$ cat src/rtl/inv_key_generator.sv
// AES-128 decryption key source: expands the cipher key forward to round 10,
// then walks the schedule backward, streaming k10..k0 over valid/ready.

module aes_sbox (
    input  logic [7:0] din,
    output logic [7:0] dout
);
    function automatic logic [7:0] gf_mul(input logic [7:0] a, input logic [7:0] b);
        logic [7:0] p;
        logic [7:0] aa;
        p  = 8'h00;
        aa = a;
        for (int i = 0; i < 8; i++) begin
            if (b[i]) p = p ^ aa;
            aa = {aa[6:0], 1'b0} ^ (aa[7] ? 8'h1b : 8'h00);
        end
        return p;
    endfunction

    function automatic logic [7:0] rotl8(input logic [7:0] v, input int n);
        return (v << n) | (v >> (8 - n));
    endfunction

    logic [7:0] x2, x4, x8, x16, x32, x64, x128, inv;

    // Multiplicative inverse as x^254 (maps 0 to 0), then the affine transform.
    always_comb begin
        x2   = gf_mul(din, din);
        x4   = gf_mul(x2, x2);
        x8   = gf_mul(x4, x4);
        x16  = gf_mul(x8, x8);
        x32  = gf_mul(x16, x16);
        x64  = gf_mul(x32, x32);
        x128 = gf_mul(x64, x64);
        inv  = gf_mul(gf_mul(gf_mul(x2, x4), gf_mul(x8, x16)),
                      gf_mul(gf_mul(x32, x64), x128));
        dout = inv ^ rotl8(inv, 1) ^ rotl8(inv, 2) ^ rotl8(inv, 3) ^ rotl8(inv, 4) ^ 8'h63;
    end
endmodule

module g_function (
    input  logic [31:0] w,
    input  logic [3:0]  rnd,
    output logic [31:0] g
);
    logic [31:0] rot;
    logic [31:0] sub;
    logic [7:0]  rcon;

    assign rot = {w[23:0], w[31:24]};

    genvar i;
    generate
        for (i = 0; i < 4; i++) begin : g_sbox
            aes_sbox u_sbox (.din(rot[8*i +: 8]), .dout(sub[8*i +: 8]));
        end
    endgenerate

    always_comb begin
        case (rnd)
            4'd1:    rcon = 8'h01;
            4'd2:    rcon = 8'h02;
            4'd3:    rcon = 8'h04;
            4'd4:    rcon = 8'h08;
            4'd5:    rcon = 8'h10;
            4'd6:    rcon = 8'h20;
            4'd7:    rcon = 8'h40;
            4'd8:    rcon = 8'h80;
            4'd9:    rcon = 8'h1b;
            4'd10:   rcon = 8'h36;
            default: rcon = 8'h00;
        endcase
    end

    assign g = sub ^ {rcon, 24'h000000};
endmodule

module inv_key_generator #(
    parameter int BLOCK_LENGTH = 128,
    parameter int NUM_ROUNDS   = 10
) (
    input  logic                    clk,
    input  logic                    rst,
    input  logic                    key_valid,
    output logic                    key_ready,
    input  logic [BLOCK_LENGTH-1:0] key,
    output logic                    rk_valid,
    input  logic                    rk_ready,
    output logic [BLOCK_LENGTH-1:0] rk,
    output logic [3:0]              rk_index,
    output logic                    rk_last,
    output logic                    busy
);
    localparam logic [3:0] LAST_RND = 4'(NUM_ROUNDS);

    typedef enum logic [1:0] {IDLE, EXPAND, EMIT} state_t;

    state_t                  state_q, state_d;
    logic [BLOCK_LENGTH-1:0] cur_q, cur_d;
    logic [3:0]              cnt_q, cnt_d;
    logic                    rk_valid_q, rk_last_q, busy_q;

    logic [31:0] wa, wb, wc, wd, d_back, g_in, g_out;
    logic [31:0] fa, fb, fc, fd;
    logic [BLOCK_LENGTH-1:0] fwd, bwd;

    assign wa = cur_q[127:96];
    assign wb = cur_q[95:64];
    assign wc = cur_q[63:32];
    assign wd = cur_q[31:0];

    // One g instance serves both directions; backward needs the recovered d'.
    assign d_back = wd ^ wc;
    assign g_in   = (state_q == EMIT) ? d_back : wd;

    g_function u_g (.w(g_in), .rnd(cnt_q), .g(g_out));

    assign fa  = wa ^ g_out;
    assign fb  = wb ^ fa;
    assign fc  = wc ^ fb;
    assign fd  = wd ^ fc;
    assign fwd = {fa, fb, fc, fd};
    assign bwd = {wa ^ g_out, wb ^ wa, wc ^ wb, d_back};

    always_comb begin
        state_d = state_q;
        cur_d   = cur_q;
        cnt_d   = cnt_q;
        case (state_q)
            IDLE: begin
                if (key_valid) begin
                    cur_d   = key;
                    cnt_d   = 4'd1;
                    state_d = EXPAND;
                end
            end
            EXPAND: begin
                cur_d = fwd;
                if (cnt_q == LAST_RND) state_d = EMIT;
                else                   cnt_d = cnt_q + 4'd1;
            end
            EMIT: begin
                if (rk_ready) begin
                    if (cnt_q == 4'd0) begin
                        state_d = IDLE;
                    end else begin
                        cur_d = bwd;
                        cnt_d = cnt_q - 4'd1;
                    end
                end
            end
            default: state_d = IDLE;
        endcase
    end

    always_ff @(posedge clk) begin
        if (rst) begin
            state_q    <= IDLE;
            cur_q      <= '0;
            cnt_q      <= '0;
            rk_valid_q <= 1'b0;
            rk_last_q  <= 1'b0;
            busy_q     <= 1'b0;
        end else begin
            state_q    <= state_d;
            cur_q      <= cur_d;
            cnt_q      <= cnt_d;
            rk_valid_q <= (state_d == EMIT);
            rk_last_q  <= (state_d == EMIT) && (cnt_d == 4'd0);
            busy_q     <= (state_d != IDLE);
        end
    end

    assign key_ready = (state_q == IDLE) && !rst;
    assign rk_valid  = rk_valid_q;
    assign rk_last   = rk_last_q;
    assign busy      = busy_q;
    assign rk        = cur_q;
    assign rk_index  = cnt_q;
endmodule

$ cat config.mk
export PLATFORM = sky130hd
export DESIGN_NAME = inv_key_generator
export DESIGN_NICKNAME = d
export VERILOG_FILES = /design/src/rtl/inv_key_generator.sv
export SDC_FILE = /design/constraint.sdc
export NUM_CORES = 2
export LEC_CHECK = 0
export CORE_MARGIN = 3
export CORE_UTILIZATION = 54
export CTS_CLUSTER_DIAMETER = 100
export DETAILED_ROUTE_END_ITERATION = 8
export DONT_BUFFER_PORTS = 1
export PLACE_DENSITY = 0.69
export RECOVER_POWER = 100
export SETUP_SLACK_MARGIN = 0.02
export SLEW_MARGIN = 20
export SYNTH_ARGS = -nofsm -noshare
export SYNTH_HDL_FRONTEND = slang
export SYNTH_SLANG_ARGS = --single-unit
$ cat constraint.sdc
create_clock -name clk -period 25.8 [get_ports clk]
set_clock_uncertainty 0.1 [all_clocks]
set_input_delay 2.58 -clock clk [delete_from_list [all_inputs] [get_ports clk]]
set_output_delay 2.58 -clock clk [all_outputs]
set_load 0.005 [all_outputs]
Word level (Yosys, flattened, before mapping)
Memories as Yosys holds them, arrays and structs flattened. A register that Yosys moved wholly into a read port is not among the register bits. Index checks and enable logic that the tools add are counted. Widths: inputs -> output; s select.

Add/subtract/negate cells: 2. Bitwise gates (word level): 688. Equal/unequal tests: 7. Reduce and logical (&&, ||, !) cells: 9. Multiplexer cells: 712.

Operators with widths (number): $mux 8 (416); $xor 8x8->8 (381); $xor 8x5->8 (279); $mux 5 (280); $mux 128 (3); $pmux 128 s3 (1); $xor 32x32->32 (8); $mux 32 (1); $or 8x1->8 (4); $or 8x2->8 (4); $or 8x3->8 (4); $or 8x4->8 (4); $mux 4 (5); $not 4->4 (4); $pmux 4 s3 (1); $logic_not 4->1 (2); $mux 2 (4); $ne 2x2->1 const B (3); $pmux 2 s3 (1); $add 4x1->4 const B (1); $eq 2x2->1 const B (2); $eq 4x4->1 const B (1); $reduce_and 4->1 (1); $sub 4x1->4 const B (1); other kinds (6) (7).

Logic and storage cells: 1425. Input port bits: 132. Output and inout port bits: 136. Memory bits (read-only): 128. Flip-flop bits (word level): 137. Memories: 1.

Memory list: (name not given) (depth 16, width 8, rd ports 1, clocked after Yosys merged registers in 1, write ports 0, line 60) `case (rnd)`.

Logic depth before layout (Yosys ltp)
Depth after elaboration: 156. Gate-level depth with buffers: 89. Mapped depth without buffers: 64.

Modules after synthesis
Synthesis repeated with hierarchy kept, for this count alone.

Cells, all modules: 9371. Area, all modules: 70621.5 um2.

Modules (own cells, without submodules): aes_sbox (area an instance 14945.6 um2, sequential area each 0.0 um2, cells each 2004, instances 4); inv_key_generator (area an instance 10618.9 um2, sequential area each 2742.6 um2, cells each 1329, instances 1); g_function (area an instance 220.2 um2, sequential area each 0.0 um2, cells each 26, instances 1).

Worst setup path before layout
No wires, ideal clock.

Path type: reg2reg. Start: register state_q[0]. End: register cur_q[23] (netlist: rk[23]). Path buffers: 23. Setup time: 134 ps. Setup slack: 6340 ps. Stages on the path, launching flop included: 85. Clock period less this slack: 19460 ps. Arrival time: 19226 ps. Cell sequence: dfxtp_1 inv_1 ha_1 buf_6 buf_8 buf_8 buf_8 buf_8 buf_8 buf_6 buf_6 buf_6 buf_6 buf_2 buf_2 buf_1 nand2_1 xnor2_1 [49 not listed] mux4_2 xnor3_1 nor3_2 nor2_4 xnor3_2 nor2_1 xnor2_1 xnor3_1 or4_1 o2111ai_1 xnor3_1 xor3_1 xor3_2 xnor3_1 xor2_1 xnor2_1 a221oi_2 nor4_2.

Word-level cells in the longest chain between the ends: 152. Elaborated cells on any way between the ends: 358. Classes of those cells: 5 x eq/ne; 176 x mux; 174 x bitwise; 3 x reduce/logical.

Ends and longest elaborated chain: start, declared (line 98) `state_t state_q, state_d;`; start signal, assigned (line 165) `state_q <= state_d;`; $eq 2x2->1 (line 114, 129); $mux 32 (line 114) `assign g_in = (state_q == EMIT) ? d_back : wd;`; $mux 5, or another cell as far along (line 15) `aa = {aa[6:0], 1'b0} ^ (aa[7] ? 8'h1b : 8'h00);`; $xor 8x5->8 / $xor 8x8->8 (equally long branches) (line 15, 14); $xor 8x8->8 / $mux 8 (equally long branches) (line 14) `if (b[i]) p = p ^ aa;`; $mux 8 / $xor 8x8->8 (equally long branches) (line 14); $xor 8x8->8 / $mux 8 (equally long branches) (line 14); $mux 8 / $xor 8x8->8 (equally long branches) (line 14); [133 not listed]; $or 8x1->8 (line 21) `return (v << n) | (v >> (8 - n));`; $xor 8x8->8 (4 in a row) (line 37) `dout = inv ^ rotl8(inv, 1) ^ rotl8(inv, 2) ^ rotl8(inv, 3) ^ rotl8(inv, 4) ^ 8'h63;`; $xor 32x32->32 (line 75) `assign g = sub ^ {rcon, 24'h000000};`; $xor 32x32->32 (line 118) `assign fa = wa ^ g_out;`; $xor 32x32->32 (line 119) `assign fb = wb ^ fa;`; $xor 32x32->32 (line 120) `assign fc = wc ^ fb;`; $xor 32x32->32 (line 121) `assign fd = wd ^ fc;`; $pmux 128 s3 (line 129) `case (state_q)`; end signal, assigned (line 166) `cur_q <= cur_d;`; end, declared (line 99) `logic [BLOCK_LENGTH-1:0] cur_q, cur_d;`.

Several ways; a longest one is shown, not always the timed one. A chain may end at the register's enable or synchronous reset.

Final worst setup path
Start: register state_q[0]. End: register cur_q[91] (netlist: rk[91]).

Word-level cells in the longest chain between the ends: 150. Elaborated cells on any way between the ends: 356. Classes of those cells: 5 x eq/ne; 176 x mux; 172 x bitwise; 3 x reduce/logical.

Ends and longest elaborated chain (line): $eq 2x2->1 (114, 129); $mux 32 (114); $mux 5, or another cell as far along (15); $xor 8x5->8 / $xor 8x8->8 (equally long branches) (15, 14); $xor 8x8->8 / $mux 8 (equally long branches) (14); $mux 8 / $xor 8x8->8 (equally long branches) (14); $xor 8x8->8 / $mux 8 (equally long branches) (14); $mux 8 / $xor 8x8->8 (equally long branches) (14); [131 not listed]; $xor 8x8->8 (14); $mux 8 (14); $or 8x1->8 (21); $xor 8x8->8 (4 in a row) (37); $xor 32x32->32 (75); $xor 32x32->32 (118); $xor 32x32->32 (119); $pmux 128 s3 (129).

Several ways; a longest one is shown, not always the timed one.

==> impl_metrics.json <==
{
  "cts_buffer_depth": 2,
  "rrSetupSlack_ns": 1.61,
  "synth-main-ff-cell": "dfxtp_1",
  "holdBufCountCts": 0,
  "syn_inst": 9598,
  "post_cts_resize_count": 0,
  "io_pins": 268,
  "setup_viol": 0,
  "cp_top_family": "XOR/XNOR gates",
  "cap_violations": 4,
  "grt_pass1_vias": 63298,
  "die_h_microns": 364.9,
  "crit_type": "flip-flop to flip-flop",
  "via_per_inst": 6.433,
  "die_width_microns": 364.9,
  "cp.required_ns": 26.04,
  "drtPass1Iterations": 7,
  "ys_async_sr_fraction": 0,
  "numCtsBuffers": 17,
  "synth_nets": 9769,
  "drt_iter0_drc": 8223,
  "cp_slowest_cell": "clkbuf_1",
  "finalCritPeriodShare": 0.9378,
  "clk_pin_slew_worst_paths_ns": 0.08,
  "dieArea_sq_um": 133200,
  "coreArea_sq_um": 127700,
  "grt_pass1_wl_microns": 371900,
  "syn_avg_cell_area_sq_um": 7.249,
  "io_buffer_count": 0,
  "drc_errors": 0,
  "insertion_delay_ns": 0.52,
  "post-cts-setup-buffer-count": 0,
  "clockRootBuffer": "clkbuf_16",
  "wl_per_cell_microns": 22.13,
  "worstSetupEndpointType": "flip-flop",
  "crit_cells": 58,
  "min_period_ns": 24.19,
  "violations": "max-capacitance violations, max-slew violations",
  "grt_usage": 0.3456,
  "status": "finished with violations",
  "dp.final_hpwl_microns": 177900,
  "slew-limit-headroom": -1.069,
  "timing.fmax_mhz": 41.33,
  "crit_path_max_incr_delay_ns": 2.24,
  "finalNetCount": 9382,
  "antenna_found_initial": 26,
  "tritoncts": "yes",
  "syn_area_sq_um": 69580,
  "htreeDepth": 4,
  "rr_worst_depth": 58,
  "cp_num_buf_inv": 9,
  "fill_cells": 12197,
  "place.gp.congestion": 1.004,
  "synth_seq_cells": 145,
  "rsz0062_at_grt": "false",
  "clock-sinks": 145,
  "critPathLaunchType": "flip-flop",
  "drive_above_1_share": 0.07285,
  "rows": 131,
  "timing.final.ws_setup_ns": 1.605,
  "grt_overflow": 0,
  "post-place-ws_ns": 3.631,
  "syn_to_final_growth_pct": 2.307,
  "post-route-util": 0.5575,
  "finalHoldViolCount": 0,
  "worstPathArrival_ns": 24.44,
  "hold_depth": 2,
  "slew_viol_final": 124,
  "ys_types": 138,
  "wl_microns": 241400,
  "synth_edf_count": 0,
  "start_util": 0.5449,
  "ant_nets": 0,
  "yosys_warnings": 0,
  "layout.cells.most_common_list": "xnor2_1 (1821), nor2_1 (1296), nand2_1 (919)",
  "ys_seq_area_frac": 0.04172,
  "hold_path.class": "flip-flop to flip-flop",
  "worst_pin_slew_ns": 3.103,
  "grt_max_degree": 141,
  "cp_max_fo": 75,
  "finalSetupTns_ns": 0,
  "vias": 70176,
  "critPathMostFrequentCell": "xnor2_1",
  "final_common_cell": "xnor2_1"
}
==> final timing paths <==
check / start / endpoint
hold reg to reg: rk[101] / rk[101]
setup reg to reg: state_q[0] / rk[91]
hold / removal: rk[101] / rk[101]
setup / recovery: state_q[0] / rk[91]
==> state kept, by name, summed over array words and instances, names as in the netlist <==
| name | cells |
|---|---|
| busy | 1 |
| rk | 128 |
| rk_index | 4 |
| rk_last | 1 |
| rk_valid | 1 |
| state_q | 2 |
| u_g.rcon | 8 |
==> per-layer routing <==
metal	part of all wire	global-route usage	vias to the layer above
li1	-	-	32665
met1	0.42	0.4788	33406
met2	0.43	0.5311	3591
met3	0.11	0.06799	504
met4	0.039	0.1249	10
met5	0.00044	0	-
==> per-stage QoR <==
stage	instances	hold WS, ns	cell area, sq um
after floorplan	9598	0.3811	69580
after global placement	10853	0.4493	70680
after detailed placement	10853	0.4527	70690
after CTS	10885	0.4626	71300
after global routing	10903	0.4910	71170
final	10908	0.4746	71180
==> final cells by class <==
class,instances,area (sq um),area share
well taps,1662,2079,0.02921
clock inverters,13,168.9,0.002373
repair buffers,259,1873,0.02631
inverters,152,573.1,0.008051
multi-input cells,8636,63090,0.8863
clock buffers,19,442.9,0.006223
flip-flops and latches,145,2903,0.04078
diodes,22,55.05,0.0007734
==> worst reg2reg max path: cells and delay by family (launching register included) <==
family / cells / cell delay (ns)
adders and majority gates: 3 / 1.28
AOI/OAI and AO/OA: 10 / 2.79
DFF: 1 / 0.45
buffers and inverters: 9 / 5.80
xor gates and xnor gates: 22 / 9.01
and+or+nand+nor: 12 / 4.01
muxes: 2 / 0.60
==> cell usage after synthesis, types with 131 or more instances <==
master | number | area (sq um)
xor2_1 | 472 | 4134
xnor2_1 | 1838 | 16100
xnor3_1 | 268 | 6036
dfxtp_1 | 145 | 2903
a21oi_1 | 557 | 2788
mux2i_1 | 164 | 1642
nand3_1 | 207 | 1036
clkbuf_1 | 381 | 1430
o22ai_1 | 153 | 957.2
nand2_1 | 920 | 3453
nor2_1 | 1297 | 4868
inv_1 | 131 | 491.7
buf_2 | 145 | 725.7
nor3_1 | 268 | 1341
o21ai_0 | 489 | 2447
==> cell families (layout without fill, tap and decap cells) <==
| family | Yosys count | in the layout | share of synthesized area |
|---|---|---|---|
| adders and majority gates | 41 | 41 | 0.007301 |
| xor gates and xnor gates | 2789 | 2789 | 0.4365 |
| AOI/OAI and AO/OA | 2186 | 2186 | 0.2063 |
| muxes | 210 | 210 | 0.03160 |
| other | 0 | 22 | 0 |
| buffers and inverters | 817 | 443 | 0.05366 |
| and+or+nand+nor | 3410 | 3410 | 0.2230 |
| DFF | 145 | 145 | 0.04172 |
Power is not shown: default switching activity piles up to over one toggle a cycle in this logic, so the estimate is an artifact.
